<file path="config.mk">
export PLATFORM = sky130hd
export DESIGN_NAME = mem_port_arbiter
export DESIGN_NICKNAME = d
export VERILOG_FILES = /design/src/rtl/mem_arb_pkg.sv /design/src/rtl/arb_timer.sv /design/src/rtl/mem_port_arbiter.sv
export SDC_FILE = /design/constraint.sdc
export NUM_CORES = 1
export LEC_CHECK = 0
export BUFFER_PORTS_ARGS = -buffer_cell sky130_fd_sc_hd__clkbuf_2
export CORE_MARGIN = 5
export CORE_UTILIZATION = 42
export CTS_CLUSTER_DIAMETER = 30
export DETAILED_ROUTE_END_ITERATION = 7
export GPL_ROUTABILITY_DRIVEN = 0
export GPL_TIMING_DRIVEN = 0
export PLACE_DENSITY_LB_ADDON = 0.2
export SLEW_MARGIN = 0
export SYNTH_ARGS = -nofsm -noshare
export SYNTH_HDL_FRONTEND = slang
export SYNTH_HIERARCHICAL = 1
export SYNTH_SLANG_ARGS = --single-unit
</file>
<file path="constraint.sdc">
create_clock -name clk -period 2.05 [get_ports clk]
set_clock_uncertainty 0.15 [all_clocks]
set_input_delay 0.5125 -clock clk [delete_from_list [all_inputs] [get_ports clk]]
set_output_delay 0.5125 -clock clk [all_outputs]
set_load 0.1 [all_outputs]
</file>
<file path="src/rtl/mem_arb_pkg.sv">
// Shared definitions for the unified-memory port arbiter: FSM state encoding
// and default parameter values.
package mem_arb_pkg;

    typedef enum logic [1:0] {
        IDLE    = 2'd0,
        IF_BUSY = 2'd1,
        DM_BUSY = 2'd2
    } arb_state_t;

    localparam int ADDR_W_DEF        = 16;
    localparam int DATA_W_DEF        = 16;
    localparam int DM_STREAK_MAX_DEF = 4;
    localparam int TIMEOUT_DEF       = 15;

endpackage

</file>
<file path="src/rtl/arb_timer.sv">
// Busy-state watchdog: cleared on every grant, counts while a transaction is
// outstanding and flags the last permitted cycle.
module arb_timer #(
    parameter int TIMEOUT = 15
) (
    input  logic clk,
    input  logic rst,
    input  logic load,
    input  logic run,
    output logic expired
);

    localparam int CNT_W = (TIMEOUT > 1) ? $clog2(TIMEOUT) : 1;
    localparam logic [CNT_W-1:0] LAST = CNT_W'(TIMEOUT - 1);

    logic [CNT_W-1:0] count;

    // Holds at LAST so a missing ack cannot wrap the counter.
    always_ff @(posedge clk) begin
        if (rst) begin
            count <= '0;
        end else if (load) begin
            count <= '0;
        end else if (run && (count != LAST)) begin
            count <= count + CNT_W'(1);
        end
    end

    assign expired = run && (count == LAST);

endmodule

</file>
<file path="src/rtl/mem_port_arbiter.sv">
// Arbitrates a single-port unified memory between instruction fetch and the
// data stage; data wins unless it has starved fetch for DM_STREAK_MAX grants.
module mem_port_arbiter
    import mem_arb_pkg::*;
#(
    parameter int ADDR_W        = ADDR_W_DEF,
    parameter int DATA_W        = DATA_W_DEF,
    parameter int DM_STREAK_MAX = DM_STREAK_MAX_DEF,
    parameter int TIMEOUT       = TIMEOUT_DEF
) (
    input  logic              clk,
    input  logic              rst,
    input  logic              hlt,
    input  logic              if_req,
    input  logic [ADDR_W-1:0] if_addr,
    output logic [DATA_W-1:0] if_rdata,
    output logic              if_valid,
    output logic              stall_if,
    input  logic              dm_re,
    input  logic              dm_we,
    input  logic [ADDR_W-1:0] dm_addr,
    input  logic [DATA_W-1:0] dm_wdata,
    output logic [DATA_W-1:0] dm_rdata,
    output logic              dm_valid,
    output logic              stall_dm,
    output logic              mem_req,
    output logic              mem_we,
    output logic [ADDR_W-1:0] mem_addr,
    output logic [DATA_W-1:0] mem_wdata,
    input  logic [DATA_W-1:0] mem_rdata,
    input  logic              mem_ack,
    output logic              err_timeout,
    output logic              err_spurious
);

    localparam int SW = $clog2(DM_STREAK_MAX + 1);
    localparam logic [SW-1:0] STREAK_LIM = SW'(DM_STREAK_MAX);

    arb_state_t    state, state_nxt;
    logic [SW-1:0] streak, streak_nxt;
    logic          grant_if, grant_dm;
    logic          busy, tmr_expired, finish;
    logic          if_ok, dm_pend;

    assign if_ok   = if_req & ~hlt;
    assign dm_pend = dm_re | dm_we;
    assign busy    = (state != IDLE);
    assign finish  = busy && (mem_ack || tmr_expired);

    arb_timer #(.TIMEOUT(TIMEOUT)) u_timer (
        .clk     (clk),
        .rst     (rst),
        .load    (grant_if | grant_dm),
        .run     (busy),
        .expired (tmr_expired)
    );

    always_ff @(posedge clk) begin
        if (rst) begin
            state  <= IDLE;
            streak <= '0;
        end else begin
            state  <= state_nxt;
            streak <= streak_nxt;
        end
    end

    always_comb begin
        state_nxt  = state;
        streak_nxt = streak;
        grant_if   = 1'b0;
        grant_dm   = 1'b0;
        case (state)
            IDLE: begin
                if (dm_pend && ((streak < STREAK_LIM) || !if_ok)) begin
                    state_nxt = DM_BUSY;
                    grant_dm  = 1'b1;
                    if (!if_ok) begin
                        streak_nxt = '0;
                    end else if (streak != STREAK_LIM) begin
                        streak_nxt = streak + SW'(1);
                    end
                end else if (if_ok) begin
                    state_nxt  = IF_BUSY;
                    grant_if   = 1'b1;
                    streak_nxt = '0;
                end
            end
            IF_BUSY, DM_BUSY: begin
                if (finish) begin
                    state_nxt = IDLE;
                end
            end
            default: state_nxt = IDLE;
        endcase
    end

    // A timed-out access still completes with zero data so the pipeline moves on.
    always_ff @(posedge clk) begin
        if (rst) begin
            mem_req      <= 1'b0;
            mem_we       <= 1'b0;
            mem_addr     <= '0;
            mem_wdata    <= '0;
            if_rdata     <= '0;
            if_valid     <= 1'b0;
            dm_rdata     <= '0;
            dm_valid     <= 1'b0;
            err_timeout  <= 1'b0;
            err_spurious <= 1'b0;
        end else begin
            if_valid <= 1'b0;
            dm_valid <= 1'b0;
            if (grant_dm) begin
                mem_req   <= 1'b1;
                mem_we    <= dm_we;
                mem_addr  <= dm_addr;
                mem_wdata <= dm_wdata;
            end else if (grant_if) begin
                mem_req   <= 1'b1;
                mem_we    <= 1'b0;
                mem_addr  <= if_addr;
                mem_wdata <= '0;
            end
            if (finish) begin
                mem_req <= 1'b0;
                if (state == IF_BUSY) begin
                    if_valid <= 1'b1;
                    if_rdata <= mem_ack ? mem_rdata : '0;
                end else begin
                    dm_valid <= 1'b1;
                    if (!mem_ack) begin
                        dm_rdata <= '0;
                    end else if (!mem_we) begin
                        dm_rdata <= mem_rdata;
                    end
                end
            end
            if (busy && !mem_ack && tmr_expired) begin
                err_timeout <= 1'b1;
            end
            if (!busy && mem_ack) begin
                err_spurious <= 1'b1;
            end
        end
    end

    assign stall_if = if_req & ~if_valid;
    assign stall_dm = dm_pend & ~dm_valid;

endmodule
</file>
# Word level (Yosys, flattened, before mapping)
# Cells that the tools add are included.
# classes
addsub,2
n_mul,0
div_mod_pow,0
magnitude_cmp,1
eq_ne,9
shifts,0
muxes,26
bitwise,10
reduce_logical,24
# ops
cell,count
16-bit two-way mux,7
3-bit two-way mux,4
1-bit two-way mux,11
2-bit OR reduction,4
1-bit logical AND,7
2-bit two-way mux,3
3-bit inequality test (second input constant),2
3-bit AND reduction,2
2-bit nonzero test,3
1-bit NOT,5
4-bit by 1-bit adder with 4-bit output (second input constant),1
4-bit == test (second input constant),1
2-bit inequality test (second input constant),2
4-bit inequality test (second input constant),1
2-bit case mux with 2 select lines,1
2-bit AND reduction,2
3-bit by 1-bit adder with 3-bit output (second input constant),1
1-bit bitwise AND,3
1-bit logical NOT,3
3-bit < comparator (second input constant),1
3-bit by 2-bit inequality test with 1-bit output (second input constant),1
2-bit by 1-bit == test with 1-bit output (second input constant),1
2-bit == test (second input constant),1
2-bit logical NOT,1
other kinds (2),4
# totals
regBits,79
latch_bits,0
mem_bits_rw,0
mem_bits_ro,0
input_bits,71
out_inout_bits,72
word_cells,85
n_memories,0

# Depth between registers and ports, before layout
# logic_depth
word_depth,9
depth_mapped,10
ltp_nobuf,8

# Cells and area by module
# Netlist, hierarchy kept.
# modules_own_cells
module,n_inst,cells_per_inst,area_each_um2,seq_area_each_um2
mem_port_arbiter,1,347,3035.4,1501.4
arb_timer,1,23,216.5,80.1

# Worst setup path before layout
# OpenSTA, ideal clock, no wires.
# synth_path
path_kind,register to output
startpoint,register if_valid
endpoint,output port stall_if
arrival_ns,2.114
required_ns,1.387
path_slack_ns,-0.726
path_stages_with_launch,2
path_buffers,0
cell_sequence,dfxtp_1 > nor2b_1
# synth_between
elab_chain_cells,2
# synth_lines
item,line,text
from (decl),mem_port_arbiter.sv:17,"output logic if_valid,"
from (signal assigned),mem_port_arbiter.sv:106,if_valid <= 1'b0;
from (signal assigned),mem_port_arbiter.sv:112,if_valid <= 1'b0;
from (signal assigned),mem_port_arbiter.sv:128,if_valid <= 1'b1;
1-bit NOT,mem_port_arbiter.sv:148,assign stall_if = if_req & ~if_valid;
1-bit bitwise AND,mem_port_arbiter.sv:148,
to (decl),mem_port_arbiter.sv:18,"output logic stall_if,"
# Every way passes these cells.

# Final worst setup path
# layout_path
startpoint,input port dm_we
endpoint,output port stall_dm
# layout_between
elab_chain_cells,2
# layout_lines
item,line,text
from (decl),mem_port_arbiter.sv:20,"input logic dm_we,"
1-bit OR,mem_port_arbiter.sv:46,assign dm_pend = dm_re | dm_we;
1-bit bitwise AND,mem_port_arbiter.sv:149,assign stall_dm = dm_pend & ~dm_valid;
to (decl),mem_port_arbiter.sv:25,"output logic stall_dm,"
# Every way passes these cells.

==> flow_summary.yaml <==
sta:
  finalSetupTns_ns: 0
  tightest_slew_ns: 0.651
  max-slew-margin-rel: 0.566
  min_period_ns: 1.96
  hold_viol: 0
  slew_viol_final: 0
  fmax_ghz: 0.509
  setup_viol: 0
  whs_ns: 0.255
  fin_crit_sh: 0.957
  rsz0062_at_grt: "yes"
critical_path:
  rr_startpoint: "state[0]"
  cp.arrival_ns: 1.30
  rrSetupSlack_ns: 0.13
  cp.required_ns: 1.39
  crit_end: "stall_dm"
  r2r_cells: 9
  end_kind: "primary output"
  critPathKind: "input pin to primary output"
  worstSetupStartpointType: "input pin"
  critPathLaunch: "dm_we"
  worstPathMaxFanout: 5
  r2r-end: "if_rdata[9]"
floorplanning:
  io_pins: 143
  core_region_area_um2: 7650
  fp.dieW_um: 98.0
  die_h_um: 98.0
  placementRows: 32
  start_util: 0.425
  die_area_um2: 9600
yosys:
  synth_cell_types: 44
  syn-num-nets: 447
  synth.largest_area_cell: "dfxtp_1"
  netlist_instances: 370
  synth_warnings: 6
  yosysTopAreaCellShare: 0.486
  synthFlopType: "dfxtp_1"
  synth.yosys.seq_area_share: 0.486
  synth_edf_count: 0
  synth_area_leaders: "dfxtp_1 49%, a21oi_1 7.5%, nor2_1 5.4%"
  syn_area_per_cell_um2: 8.79
  synth_area_um2: 3250
  async_flop_share: 0
  ys_ff_latch: 79
layout:
  fill_cells: 726
  fin_nets: 601
  syn_to_final_growth_pct: 35.4
  insertedDiodeCount: 0
  layout-drive-gt1-share: 0.371
  mostFrequentLayoutCell: "clkbuf_2"
  layout_common_cells: "143 x clkbuf_2, 76 x dfxtp_1, 48 x a21oi_1"
  fin_util: 0.576
  final_cells: 631
drt:
  drc: 0
  drt.antenna.violating_nets: 0
  first_pass_iters: 4
  first_iter_violations: 109
  wl_per_cell_um: 14.3
  postRouteWirelength_um: 9020
  vias_per_cell: 5.16
  vias: 3254
global_routing:
  grt_pass1_wl_um: 14600
  overflow: 0
  grtUsageTotal: 0.185
  grt_start_max_net_pins: 15
  grt_pass1_vias: 3120
  antenna_found_initial: 0
job:
  maxCapViolCount: 0
hold_path:
  min_from: "dm_wdata[10]"
  hold_path_class: "input pin to register"
clock_tree:
  insertion_delay_ns: 0.34
  cts_tree: "built"
  cts_sinks: 79
  htree_levels: 3
  cts_root_buf: "clkbuf_8"
  path_clk_slew_ns: 0.08
  cts_buffers: 9
  clockBufferDepth: 2
power:
  ir_worst_vdd_uv: 515
  power_leakage_nw: 1.98
  powerDensity_nw_per_um2: 982
place:
  dp_cells: 614
  numPortBuffers: 142
  dpl.hpwl_um: 6800
status:
  status: "completed"
-- synth_stat cells (all sizes together) (2+ instances only) --
library cell / instances
nor3: 5
nand2: 36
nand4: 12
clkbuf: 14
buf: 14
mux2i: 6
nand3: 13
a21oi: 50
nor2b: 3
nand3b: 15
ha: 6
and2: 6
a22oi: 19
dfxtp: 79
nor2: 48
a2111oi: 2
inv: 8
nor4: 2
o21ai: 2
o31ai: 15
-- registers in the layout (all words and copies together), names as in the netlist --
register       count
dm_valid           1
streak             3
u_timer/count      4
mem_we             1
if_rdata          16
err_spurious       1
err_timeout        1
mem_wdata         16
state              2
dm_rdata          16
mem_addr          16
if_valid           1
mem_req            1
-- through the flow --
step | total power, mW | area [um2] | setup slack [ns]
3_5_place_dp | 3.03 | 4100 | -0.310
3_3_place_gp | 3.01 | 4100 | -0.258
4_1_cts | 4.35 | 4380 | 0.0121
5_1_grt | 4.51 | 4400 | -0.00373
2_1_floorplan | 2.75 | 3270 | -0.204
6_report | 4.33 | 4400 | 0.0871
-- worst max-delay path, stage by stage --
cell      delay [ns]
clkbuf_2        0.11
nor2_2          0.27
nor2_4          0.04
clkbuf_2        0.37
-- metal layers --
layer  track usage  vias up  part of all wire
met2         0.304      111              0.47
met3        0.0679        6             0.095
met4        0.0660        0            0.0094
met1         0.221     1525              0.43
li1              -     1612                 -
met5             0        -                 0
-- worst min-delay path by stage --
stage	to	slack (ns)	cells past startpoint
CTS	mem_wdata[14]	0.23	3
global route	mem_wdata[14]	0.24	3
floorplan	u_timer/count[3]	0.34	2
global placement	if_rdata[8]	0.29	2
detailed placement	if_rdata[6]	0.30	2
finish	mem_wdata[10]	0.25	3
-- where the power goes --
part / internal, mW / switching (mW) / total (mW) / leakage [nW]
Clock: 0.750 / 0.558 / 1.31 / 0.112
Sequential: 1.63 / 0.0521 / 1.68 / 0.646
Combinational: 0.298 / 1.04 / 1.33 / 1.22
-- final cells by class --
class / instances / area (um2) / share of cell area
Buffer: 27 / 139 / 0.0315
Clock inverter: 5 / 80.1 / 0.0182
Tap cell: 102 / 128 / 0.0290
Clock buffer: 11 / 151 / 0.0344
Sequential cell: 79 / 1590 / 0.360
Inverter: 9 / 41.3 / 0.00938
Multi-Input combinational cell: 254 / 1540 / 0.350
Timing Repair Buffer: 144 / 738 / 0.168
-- cell families (layout without fill, tap and decap cells) --
kind of cell / Yosys count / in the layout / synth area share
muxes: 6 / 6 / 0.0185
buffers and inverters: 37 / 196 / 0.0543
DFF: 79 / 79 / 0.486
adders and majority gates: 6 / 6 / 0.0231
AOI/OAI and AO/OA: 97 / 97 / 0.201
and+or+nand+nor: 145 / 145 / 0.217
-- timing repair --
action / 4_1_cts / 5_1_grt
endpoints found under the setup margin: 35 / 25
buffers inserted: 1 / 1
hold buffers: 0 / 0
gates resized for setup: 8 / 8
pin swaps: 0 / 2
No activity file was read; power rests on OpenSTA's default activity.
